### src/rtl/fdsync_load_arb.sv
`default_nettype none
// ============================================================================
//  Module      : fdsync_load_arb
//  Description : Two-requester arbiter in front of a shared load register.
//                IDLE -> LOAD -> ACK sequence per transfer with a registered
//                load strobe, registered data and a one-cycle ack pulse.
//                A tie is resolved round-robin (FAIR=1) or in favour of
//                requester 0 (FAIR=0).
//  Revision    : 1.0  initial release
// ============================================================================
module fdsync_load_arb #(
   parameter int WIDTH = 32,
   parameter int FAIR  = 1
) (
   input  logic             clk,
   input  logic             rst,
   input  logic             req0,
   input  logic [WIDTH-1:0] din0,
   output logic             ack0,
   input  logic             req1,
   input  logic [WIDTH-1:0] din1,
   output logic             ack1,
   output logic             ld,
   output logic [WIDTH-1:0] dout,
   output logic             busy,
   output logic             last
);

   localparam logic [1:0] c_IDLE = 2'd0;
   localparam logic [1:0] c_LOAD = 2'd1;
   localparam logic [1:0] c_ACK  = 2'd2;

   logic [1:0]       r_state;
   logic [1:0]       w_next;
   logic             r_win;
   logic             r_last;
   logic             r_ld;
   logic             r_ack0;
   logic             r_ack1;
   logic             r_busy;
   logic [WIDTH-1:0] r_dout;

   logic             w_any;
   logic             w_win_sel;
   logic             w_accept;
   logic             w_ld_nxt;
   logic             w_ack0_nxt;
   logic             w_ack1_nxt;
   logic             w_busy_nxt;

   // Winner selection; only meaningful while IDLE with at least one request.
   always_comb begin
      w_any     = req0 | req1;
      w_win_sel = 1'b0;
      if (req0 && req1) begin
         w_win_sel = (FAIR != 0) ? ~r_last : 1'b0;
      end else begin
         w_win_sel = req1;
      end
   end

   assign w_accept = (r_state == c_IDLE) && w_any;

   // State register.
   always_ff @(posedge clk or posedge rst) begin
      if (rst) begin
         r_state <= c_IDLE;
      end else begin
         r_state <= w_next;
      end
   end

   // Next-state logic: requests are looked at only in IDLE.
   always_comb begin
      w_next = c_IDLE;
      case (r_state)
         c_IDLE:  w_next = w_any ? c_LOAD : c_IDLE;
         c_LOAD:  w_next = c_ACK;
         c_ACK:   w_next = c_IDLE;
         default: w_next = c_IDLE;
      endcase
   end

   // Output decode from the upcoming state so the registered outputs line up
   // with the state they describe.
   always_comb begin
      w_ld_nxt   = (w_next == c_LOAD);
      w_ack0_nxt = (w_next == c_ACK) && !r_win;
      w_ack1_nxt = (w_next == c_ACK) &&  r_win;
      w_busy_nxt = (w_next != c_IDLE);
   end

   // Registered outputs, winner latch, captured data and last-served index.
   always_ff @(posedge clk or posedge rst) begin
      if (rst) begin
         r_ld   <= 1'b0;
         r_ack0 <= 1'b0;
         r_ack1 <= 1'b0;
         r_busy <= 1'b0;
         r_win  <= 1'b0;
         r_last <= 1'b1;
         r_dout <= '0;
      end else begin
         r_ld   <= w_ld_nxt;
         r_ack0 <= w_ack0_nxt;
         r_ack1 <= w_ack1_nxt;
         r_busy <= w_busy_nxt;
         if (w_accept) begin
            r_win  <= w_win_sel;
            r_dout <= w_win_sel ? din1 : din0;
         end
         if (r_state == c_ACK) begin
            r_last <= r_win;
         end
      end
   end

   assign ld   = r_ld;
   assign ack0 = r_ack0;
   assign ack1 = r_ack1;
   assign busy = r_busy;
   assign last = r_last;
   assign dout = r_dout;

endmodule
`default_nettype wire

### config.mk
export PLATFORM = sky130hd
export DESIGN_NAME = fdsync_load_arb
export DESIGN_NICKNAME = d
export VERILOG_FILES = /design/src/rtl/fdsync_load_arb.sv
export SDC_FILE = /design/constraint.sdc
export NUM_CORES = 1
export LEC_CHECK = 0
export CORE_MARGIN = 3
export CORE_UTILIZATION = 54
export DETAILED_ROUTE_END_ITERATION = 8
export DONT_BUFFER_PORTS = 1
export PLACE_DENSITY = 0.69
export SYNTH_ARGS = -nofsm -noshare
export SYNTH_HDL_FRONTEND = slang
export SYNTH_SLANG_ARGS = --single-unit
export TNS_END_PERCENT = 10
### constraint.sdc
create_clock -name clk -period 2.5 [get_ports clk]
set_input_delay 0.5 -clock clk [delete_from_list [all_inputs] [get_ports clk]]
set_output_delay 0.5 -clock clk [all_outputs]
set_load 0.005 [all_outputs]
# Word level (Yosys, flattened, before mapping)
# Cells that the tools add are included.
# totals
regBits	40
out_inout_bits	37
# op_classes
eq_ne	4
muxes	4
bitwise	2
n_reduce_logical	7
# ops
cell	count
32-bit 2-to-1 mux	1
2-bit by 1-bit == test with 1-bit output, second input constant	2
2-bit == test, second input constant	2
1-bit logical AND	4
2-bit case mux with 2 select lines	1
2-bit zero test	1
1-bit 2-to-1 mux	2
2-bit nonzero test	1
1-bit zero test	1
1-bit inverter	1
1-bit bitwise OR	1

# Depth between registers and ports, before layout
# Gate-level depths: netlist of run 1.
# logic_depth
depth_word	5
mapped_depth	5
depth_no_buf	3

# Least setup slack after synthesis of run 1
# Ideal clock, no wire load.
# synth_path
path_type	input port to flip-flop
startpoint	input req1
endpoint	register r_dout[10] (netlist: dout[10])
setup_time_ps	125
arrival_ps	1493
required_time_ps	2375
slack_ps	881
path_stages	5
n_path_buf	2
cell_sequence	a21bo_1 -> buf_6 -> buf_12 -> mux2_4 -> mux2_4
# synth_via
elab_chain_cells	3
# synth_lines
item	line_no	source
start, declared	20	input logic req1,
1-bit logical AND	55	if (req0 && req1) begin
1-bit 2-to-1 mux	55	
32-bit 2-to-1 mux	110	r_dout <= w_win_sel ? din1 : din0;
end signal, assigned	110	
end, declared	41	logic [WIDTH-1:0] r_dout;
# Parallel ways exist; a longest one is shown, timed or not.
# A chain may end at the register's enable or synchronous reset.

# Worst setup path after layout of run 1
# layout_path
startpoint	register r_last (netlist: last)
endpoint	register r_dout[28] (netlist: dout[28])
# layout_via
elab_chain_cells	3
# layout_lines
item	line_no	source
start, declared	36	logic r_last;
start signal, assigned	113	r_last <= r_win;
1-bit inverter	56	w_win_sel = (FAIR != 0) ? ~r_last : 1'b0;
1-bit 2-to-1 mux	55	
32-bit 2-to-1 mux	110	
# Every way passes these cells.

==> results by group, run 1 <==
Critical path
  – Worst Path Arrival: about 1900 ps
  – CP Launch Type: flip-flop
  – CP endpoint kind: flip-flop
  – Crit path max-delay cell type: dfstp_2
  – Max FO, Critical Path: 33
  – Crit path cell chain: a21bo_2, buf_12, mux2_2, mux2_2
  – CP max stage delay: 560 ps
  – Worst setup path class: flip-flop to flip-flop
  – CP most frequent cell: mux2_2
  – CP required: roughly 2700 ps

Floorplan
  – Starting Density: approximately 57%
  – Core Area: about 3700 um2
  – I/O pin total: around 110
  – Die ar.: roughly 4700 um2
  – Row cnt: 22
  – Chip width: between 60 and 70 um
  – Die Y: 68.89 um

Global routing
  – Busiest layer in global routing: met2
  – Largest net degree at the start of global routing: 41
  – All-Layer GR Usage: between 10% and 20%
  – Routing usage on met2: 24.88%
  – Met1 Use GR: 17.13%
  – Overflow after GRT: 0
  – Global Route met3 Usage: just over 6%
  – First-pass GRT wire length: 5.154 mm
  – Vias in the first global route: 1041
  – Initial antenna violation count: 0

Detailed routing
  – Routed vias/inst: 5.581
  – Routed wire length: ~3.7 mm
  – Post-route ant nets: 0
  – DR DRC count: 0
  – DRT iter0 DRCs: 36
  – DR WL/cell: around 20 um
  – Via count: approximately 1000
  – Router iterations before antenna repair: 4

STA
  – Slew @ Worst Pin: 486.8 ps
  – Setup tns final: 0 ps
  – Hold WS: approximately 210 ps
  – Final setup violation count: 0
  – Setup Skew: 3.528 ps
  – Fin crit share: between 60% and 70%
  – Pins Over Slew Limit: 0
  – Fin. Hold Viols: 0
  – Fin crit period: 1698 ps
  – RSZ-0062 raised after global routing: false
  – Final WS setup: about 800 ps
  – Fmax: between 500 and 600 MHz
  – Max-Slew Margin vs Limit: 67.55%

Clocking
  – Inserted Clock Buffers: 5
  – Clk slew on worst S/H paths: approximately 70 ps
  – Clock Path Buffers: 2
  – TritonCTS clock tree: yes
  – Root buffer cell: clkbuf_8
  – Postcts setup bufs: 0
  – H-Tree Depth: 2
  – Clock sink count: 40
  – # resized after CTS: 0
  – Clk_lat worst skew: between 200 and 300 ps
  – Cts hold-fix bufs: 0

Yosys
  – Synth top area share: a little under half
  – Top cells by count, synth: mux2_4 (58), dfrtp_1 (39), mux2_2 (6)
  – Synth warn: 0
  – Cell Area, Synth: approximately 2100 um2
  – Mapped Nets: around 190
  – Most frequent cell after synthesis: mux2_4
  – Seq cells post-synth: 40
  – Number of synthesized flops with an enable pin: 0
  – Synth cell types: 16
  – Primary FF master, synth: dfrtp_1
  – Area contributors post-synth: dfrtp_1 (46%), mux2_4 (41%), mux2_2 (3.2%)
  – Cells after Synth: between 100 and 150
  – Register area share after synthesis: a little under half
  – Synth async-reset ratio: 100.0%
  – Top cell type by total area after synthesis: dfrtp_1
  – Syn_area_per_cell: around 17 um2

Worst hold path
  – Worst Hold Class: input pin to asynchronous set/reset pin

Placement
  – DP Worst Slack: roughly 800 ps
  – Hpwl dp: around 2.7 mm
  – RePlAce Congestion: between 0.6 and 0.7
  – Port Buffers: 0

Pwr
  – VDD IR max: around 0.53 mV
  – PD cells: 1223 nW/um2
  – Static Leakage: around 1.1 nW

Run
  – Maxcap violations: 0

Status
  – Status: finished, final reports clean

Cells and area
  – Share of cells above drive strength 1: about three fifths
  – Fin nets: roughly 200
  – Fillers: between 300 and 400
  – P&R area growth vs syn: 5.390%
  – Multi-input gate area: between 1000 and 1500 um2
  – Sequential cell area: 1002 um2
  – N_diodes: 0
layout make-up:
type / count / share of cell area (%)
clock buffer: 5 / 3.057
timing repair buffer: 4 / 1.890
inverter: 3 / 0.5003
multi-input combinational: 76 / 45.47
tap: 48 / 2.668
sequential: 40 / 44.52
clock inverter: 3 / 1.890
cells by family (layout without fill, tap and decap cells):
group,count (synthesis),count (layout),synth area share [%]
AOI/OAI and AO/OA,3,3,1.054
buffers and inverters,10,15,5.448
muxes,65,65,44.41
and+or+nand+nor,8,8,2.168
DFF,40,40,46.92
power breakdown:
group          internal (mW)  total (mW)  leakage [nW]  switching (mW)
registers              0.983        1.27         0.471           0.283
logic                  0.655       0.978         0.562           0.323
clock network          0.295       0.510        0.0541           0.215
worst paths after layout:
check                            to   from  slack [ps]  cells after the start
max reg2reg                dout[28]   last         800                      4
max in group asynchronous      last    rst        1940                      2
min                        dout[27]    rst         210                      2
min in group clk               busy   req0         360                      2
min reg2reg                    ack1  r_win         510                      1
max                        dout[28]   last         800                      4
metrics by stage:
stage,power (mW),cell area [um2],util [%],instances
after global routing,2.923,2251,60.13,179
after global placement,2.229,2140,57.15,171
final,2.754,2251,60.13,179
after detailed placement,2.271,2140,57.15,171
after CTS,2.798,2251,60.13,179
after floorplan,2.125,2136,-,126
cell usage in the layout (no fill, tap or decap), drive strengths merged:
cell type / instances
buf: 4
inv: 3
dfrtp: 39
nor3: 3
clkbuf: 5
dfstp: 1
mux2: 64
o21ai: 1
nor2b: 1
and2: 2
o31ai: 1
mux2i: 1
bufinv: 1
a21bo: 1
nor2: 2
clkinv: 1
clkinvlp: 1
flip-flops by register name (all words and copies together), names as in the netlist:
signal and cells:
r_win 1, ack0 1, ld 1, dout 32, busy 1, ack1 1
last 1, r_state 2
worst max-delay path, delay by kind of cell (launching register included):
family	cells	cell delay, ps
muxes	2	620
DFF	1	560
buffers and inverters	1	240
AOI/OAI and AO/OA	1	160
per-layer routing:
| layer | part of all wire (%) | up-vias |
|---|---|---|
| met1 | 36 | 488 |
| li1 | - | 449 |
| met5 | 0 | - |
| met3 | 12 | 5 |
| met2 | 51 | 57 |
| met4 | 1.2 | 0 |
(Power assumes the default switching activity.)
==> inputs of run 2 (changes only) <==
ABC_AREA = 1   (was not set)
clock period = 1.74 ns   (was 2.5 ns; I/O delays follow)
==> run 2 against run 1 <==
- final cell count increased by 94%
- combinational power rose by 15%
- clock skew is 3.3 ps higher
==> results by group, run 2 <==
Clocking
  – # resized after CTS: 0
  – Inserted Clock Buffers: 5
  – Clock Path Buffers: 2
  – Postcts setup bufs: 0
  – Root buffer cell: clkbuf_8
  – Cts hold-fix bufs: 1
  – TritonCTS clock tree: yes
  – H-Tree Depth: 2
  – Clock sink count: 40
  – Clk_lat worst skew: 290 ps
  – Clk slew on worst S/H paths: about 80 ps

Global routing
  – Vias in the first global route: between 1500 and 2000
  – Initial antenna violation count: 0
  – Routing usage on met2: between 30% and 40%
  – Overflow after GRT: 0
  – Met1 Use GR: between 20% and 30%
  – Global Route met3 Usage: 6.969%
  – Busiest layer in global routing: met2
  – First-pass GRT wire length: between 7 and 8 mm
  – All-Layer GR Usage: 20.58%
  – Largest net degree at the start of global routing: 35

Cells and area
  – N_diodes: 0
  – Share of cells above drive strength 1: 6.000%
  – Largest register FFs: 32
  – Commonest cells after routing, fill and taps aside: nand2_1 (102), inv_1 (69), nand3_1 (64), dfrtp_1 (39), clkbuf_8 (6)
  – Fin nets: approximately 370
  – Commonest non-fill, non-tap cell in the layout: nand2_1
  – Layout Utilization: a little over 60%
  – P&R area growth vs syn: 6.604%
  – Fillers: 365

Critical path
  – CP endpoint kind: flip-flop
  – Worst Path Arrival: about 1600 ps
  – CP Launch Type: flip-flop
  – Worst setup path class: flip-flop to flip-flop
  – Reg2reg path depth: 6
  – CP required: 1920 ps
  – Max FO, Critical Path: 20

Yosys
  – Mux cell area share after synthesis: 0%
  – Cells after Synth: 302
  – Number of synthesized flops with an enable pin: 0
  – Top cells by count, synth: nand2_1 (102), inv_1 (70), nand3_1 (64)
  – Post-Synth Adder-Cell Area: 0%
  – Post-synthesis xor/xnor area fraction: 0%
  – Mapped Nets: 370
  – Register area share after synthesis: about 47%
  – Synth async-reset ratio: 100.0%
  – Top cell type by total area after synthesis: dfrtp_1
  – Synth top area share: a little under half
  – Synth warn: 0
  – Seq cells post-synth: 40
  – Primary FF master, synth: dfrtp_1
  – Cell Area, Synth: ~2100 um2
  – Compound-Gate Fraction of Synth Area: less than 1%
  – Area contributors post-synth: dfrtp_1 (46%), nand2_1 (18%), nand3_1 (15%)
  – Synth cell types: 14
  – Syn_area_per_cell: 7.027 um2
  – Most frequent cell after synthesis: nand2_1
  – Simple-Gate Fraction of Synth Area: 35.61%
  – Largest family of logic cells by synthesized area: simple AND/OR/NAND/NOR gates

STA
  – Fin. Hold Viols: 0
  – Setup Skew: just under 7 ps
  – Fin crit share: 78.84%
  – Setup tns final: 0 ps
  – Hold WS: between 200 and 300 ps
  – RSZ-0062 raised after global routing: false
  – Pins Over Slew Limit: 0
  – Slew @ Worst Pin: roughly 600 ps
  – Fmax: 729.0 MHz
  – Fin crit period: 1372 ps
  – Final setup violation count: 0
  – Max-Slew Margin vs Limit: between 60 and 70%

Floorplan
  – Die Y: 68.69 um
  – I/O pin total: 105
  – Die ar.: approximately 4700 um2
  – Core Area: 3716 um2
  – Chip width: 68.69 um
  – Starting Density: about 57%
  – Row cnt: 22

Detailed routing
  – Routed wire length: roughly 4.6 mm
  – DRT iter0 DRCs: about 100
  – DR WL/cell: about 13 um
  – Post-route ant nets: 0
  – Via count: 1750
  – Routed vias/inst: 5.029
  – Router iterations before antenna repair: 4
  – DR DRC count: 0

Worst hold path
  – Worst Hold Class: input pin to flip-flop
  – Worst hold path stage count: 2

Placement
  – RePlAce Congestion: between 0.7 and 0.8
  – Hpwl dp: between 3 and 4 mm
  – Port Buffers: 0

Pwr
  – Static Leakage: ~1.4 nW
  – Overall power: roughly 3.5 mW
  – VDD IR max: 0.6628 mV
  – PD cells: 1548 nW/um2

Status
  – Status: finished, final reports clean

Run
  – Maxcap violations: 0
-- run 2: cell types whose count changed in the layout (fill, tap and decap cells not counted), moves of 2 or more --
cell,before,now
nand2_1,0,102
inv_1,3,69
nand3_1,0,64
mux2_4,58,0
mux2_2,6,0
and2_1,2,0
nor2_1,2,4
nor3_1,2,0
-- run 2: power breakdown --
| part | switching [mW] | total (mW) | internal (mW) |
|---|---|---|---|
| Clock | 0.311 | 0.628 | 0.316 |
| Sequential | 0.352 | 1.76 | 1.40 |
| Combinational | 0.723 | 1.12 | 0.396 |
| Total | 1.39 | 3.50 | 2.12 |
-- run 2: path summary, 6_finish.rpt --
kind,endpoint,slack [ps],start
worst max register to register,dout[19],370,last
worst max-delay path,dout[19],370,last
worst min-delay path,ld,260,req0
worst min register to register,ack0,420,r_win
max in group asynchronous,last,700,rst
min in group asynchronous,dout[17],490,rst
-- run 2: routing by layer --
| metal | up-vias | share of wire (%) |
|---|---|---|
| met5 | - | 0 |
| met4 | 0 | 1.1 |
| met3 | 4 | 8.5 |
| met2 | 65 | 47 |
| met1 | 799 | 44 |
| li1 | 882 | - |
-- run 2: cell families after synthesis --
logic type / Yosys count
flops: 40
simple gates: 173
compound gates: 2
buf+inv: 87
-- run 2: area by class of cell --
cell class                 count  area (um2)  share of cell area (%)
multi-input combinational    175       765.7                   33.85
sequential                    40        1002                   44.30
tap                           48       60.06                   2.655
clock buffer                   6       82.58                   3.650
inverter                      71       269.0                   11.89
clock inverter                 2       10.01                  0.4425
timing repair buffer           6       72.57                   3.208
-- run 2: stage by stage --
stage	setup WS (ps)	cells	instance area [um2]
CTS	358.5	348	2262
global route	238.0	348	2262
detailed placement	377.1	339	2160
floorplan	476.0	302	2122
global placement	406.7	339	2160
finish	368.2	348	2262
-- run 2: worst max-delay path, cell delays in order, from the launching register on --
cell and delay, ps:
dfstp_2 560, nand2_1 80, nand2_2 240, buf_12 200, nand2_1 70, nand3_1 60
nand2_1 50
==> inputs of run 3 (changes only) <==
ABC_AREA = 0   (was 1)
PLACE_DENSITY = 0.72   (was 0.69)
clock period = 1.1 ns   (was 1.74 ns; I/O delays follow)
==> run 3 against run 2 <==
- the flow now finishes with violations (negative setup slack)
- total power increased by 86%
- via count decreased by 39%
- sequential cell count unchanged
- global-route usage decreased by 2.1 points
- clock power increased by 59%
- sequential power increased by 62%
- register-to-register slack got worse by 890 ps
- count of clock-buffer cells in the layout unchanged
==> results by group, run 3 (synthesized netlist as in run 1, its figures left out) <==
Cells and area
  – Largest register FFs: 32
  – N_diodes: 0
  – P&R area growth vs syn: 12.54%
  – Share of cells above drive strength 1: 61.59%
  – Fillers: approximately 280
  – Commonest non-fill, non-tap cell in the layout: mux2_4
  – Commonest cells after routing, fill and taps aside: mux2_4 (64), dfrtp_1 (39), clkbuf_8 (6), buf_12 (5)
  – Fin nets: between 200 and 250

Worst hold path
  – Hold endpoint: busy
  – Worst Hold Class: input pin to flip-flop
  – Worst hold start: req0
  – Worst hold path stage count: 2

Global routing
  – Overflow after GRT: 0
  – Largest net degree at the start of global routing: 41
  – First-pass GRT wire length: 6.141 mm
  – All-Layer GR Usage: a little under a fifth
  – Vias in the first global route: around 1200
  – Initial antenna violation count: 0

Floorplan
  – Core Area: between 3000 and 4000 um2
  – Starting Density: between 50% and 60%
  – Chip width: between 60 and 70 um
  – Row cnt: 22
  – Die Y: 68.89 um
  – I/O pin total: roughly 110
  – Die ar.: between 4000 and 5000 um2

STA
  – Hold WS: approximately 90 ps
  – Setup tns final: -15780 ps
  – Setup Skew: around 7.2 ps
  – Fin crit share: 147.0%
  – Max-Slew Margin vs Limit: 82.16%
  – Slew @ Worst Pin: about 270 ps
  – Final WS setup: -516.9 ps
  – RSZ-0062 raised after global routing: true
  – Fmax: between 600 and 700 MHz
  – Final setup violation count: 34
  – Pins Over Slew Limit: 0
  – Fin crit period: approximately 1600 ps
  – Fin. Hold Viols: 0

Placement
  – Port Buffers: 0
  – Hpwl dp: approximately 2.9 mm
  – RePlAce Congestion: slightly below 0.7

Critical path
  – Crit path max-delay cell type: dfstp_2
  – Crit-path leading delay family: multiplexers
  – Worst Path Buf+Inv: 1
  – Crit path cell chain: a21bo_4, clkbuf_16, mux2_4, mux2_4
  – CP Launch Type: flip-flop
  – R2R Path End: dout[11]
  – FF-to-FF setup slack: -520 ps
  – Worst setup path class: flip-flop to flip-flop
  – Worst Path Arrival: ~1800 ps
  – Max FO, Critical Path: 7
  – CP most frequent cell: mux2_4
  – Reg2reg path depth: 4
  – CP max stage delay: 540 ps
  – CP required: ~1300 ps
  – Reg-to-Reg Start: last
  – CP endpoint kind: flip-flop

Pwr
  – Static Leakage: roughly 1.2 nW
  – VDD IR max: 1.469 mV
  – PD cells: approximately 2700 nW/um2

Status
  – Failing checks: negative setup slack
  – Status: complete, but fails checks

Detailed routing
  – Routed wire length: between 4 and 5 mm
  – Router iterations before antenna repair: 3
  – DR DRC count: 0
  – DRT iter0 DRCs: 35
  – Routed vias/inst: 5.742
  – DR WL/cell: between 20 and 25 um
  – Post-route ant nets: 0
  – Via count: between 1000 and 1500

Clocking
  – Clk_lat worst skew: 290 ps
  – Clk slew on worst S/H paths: around 70 ps
  – TritonCTS clock tree: yes
  – Clock sink count: 40
  – Inserted Clock Buffers: 5
  – Postcts setup bufs: 0
  – H-Tree Depth: 2
  – Root buffer cell: clkbuf_8
  – Clock Path Buffers: 2

Run
  – Maxcap violations: 0
[run 3: stage by stage]
step / util (%) / worst slack, ps / area, um2 / cells / total power [mW]
2_1_floorplan: - / -470.6 / 2136 / 126 / 4.829
3_3_place_gp: 59.29 / -488.8 / 2220 / 175 / 5.263
3_5_place_dp: 59.29 / -529.3 / 2220 / 175 / 5.406
4_1_cts: 63.54 / -513.4 / 2379 / 185 / 6.559
5_1_grt: 64.20 / -550.3 / 2404 / 186 / 6.910
6_report: 64.20 / -516.9 / 2404 / 186 / 6.513
[run 3: how the worst max path moves through the flow]
stage / startpoint / to / slack (ps) / cells after the start
floorplan: last / dout[10] / -470 / 5
global placement: last / dout[27] / -490 / 4
detailed placement: last / dout[28] / -530 / 4
CTS: last / dout[10] / -510 / 4
global route: last / dout[0] / -550 / 4
finish: last / dout[11] / -520 / 4
[run 3: where the power goes]
part | internal (mW) | switching [mW]
clock | 0.500 | 0.497
sequential | 2.23 | 0.617
combinational | 1.77 | 0.889
[run 3: layout make-up]
cell class / count / area, um2 / share of cell area [%]
clock inverter: 2 / 10.01 / 0.4164
multi-input combinational: 76 / 1052 / 43.78
inverter: 3 / 11.26 / 0.4685
sequential: 40 / 1002 / 41.70
clock buffer: 6 / 82.58 / 3.436
tap: 48 / 60.06 / 2.499
timing repair buffer: 11 / 185.2 / 7.704
[run 3: metal layers]
| metal | wire length (um) | part of all wire, % | vias to the layer above | GRT usage (%) |
|---|---|---|---|---|
| met1 | 1736 | 41 | 540 | 23.97 |
| met3 | 328 | 7.8 | 6 | 5.997 |
| met4 | 35 | 0.83 | 0 | 6.569 |
| met5 | 0 | 0 | - | 0 |
| met2 | 2118 | 50 | 54 | 28.93 |
| li1 | - | - | 468 | - |
[run 3: repair_timing]
action                                  4_1_cts  5_1_grt
endpoints found under the setup margin       34       34
hold endpoints to repair                     39        0
gates cloned                                  1        1
hold buffers                                  1        0
pin swaps                                     2        1
resized for setup                             8        0
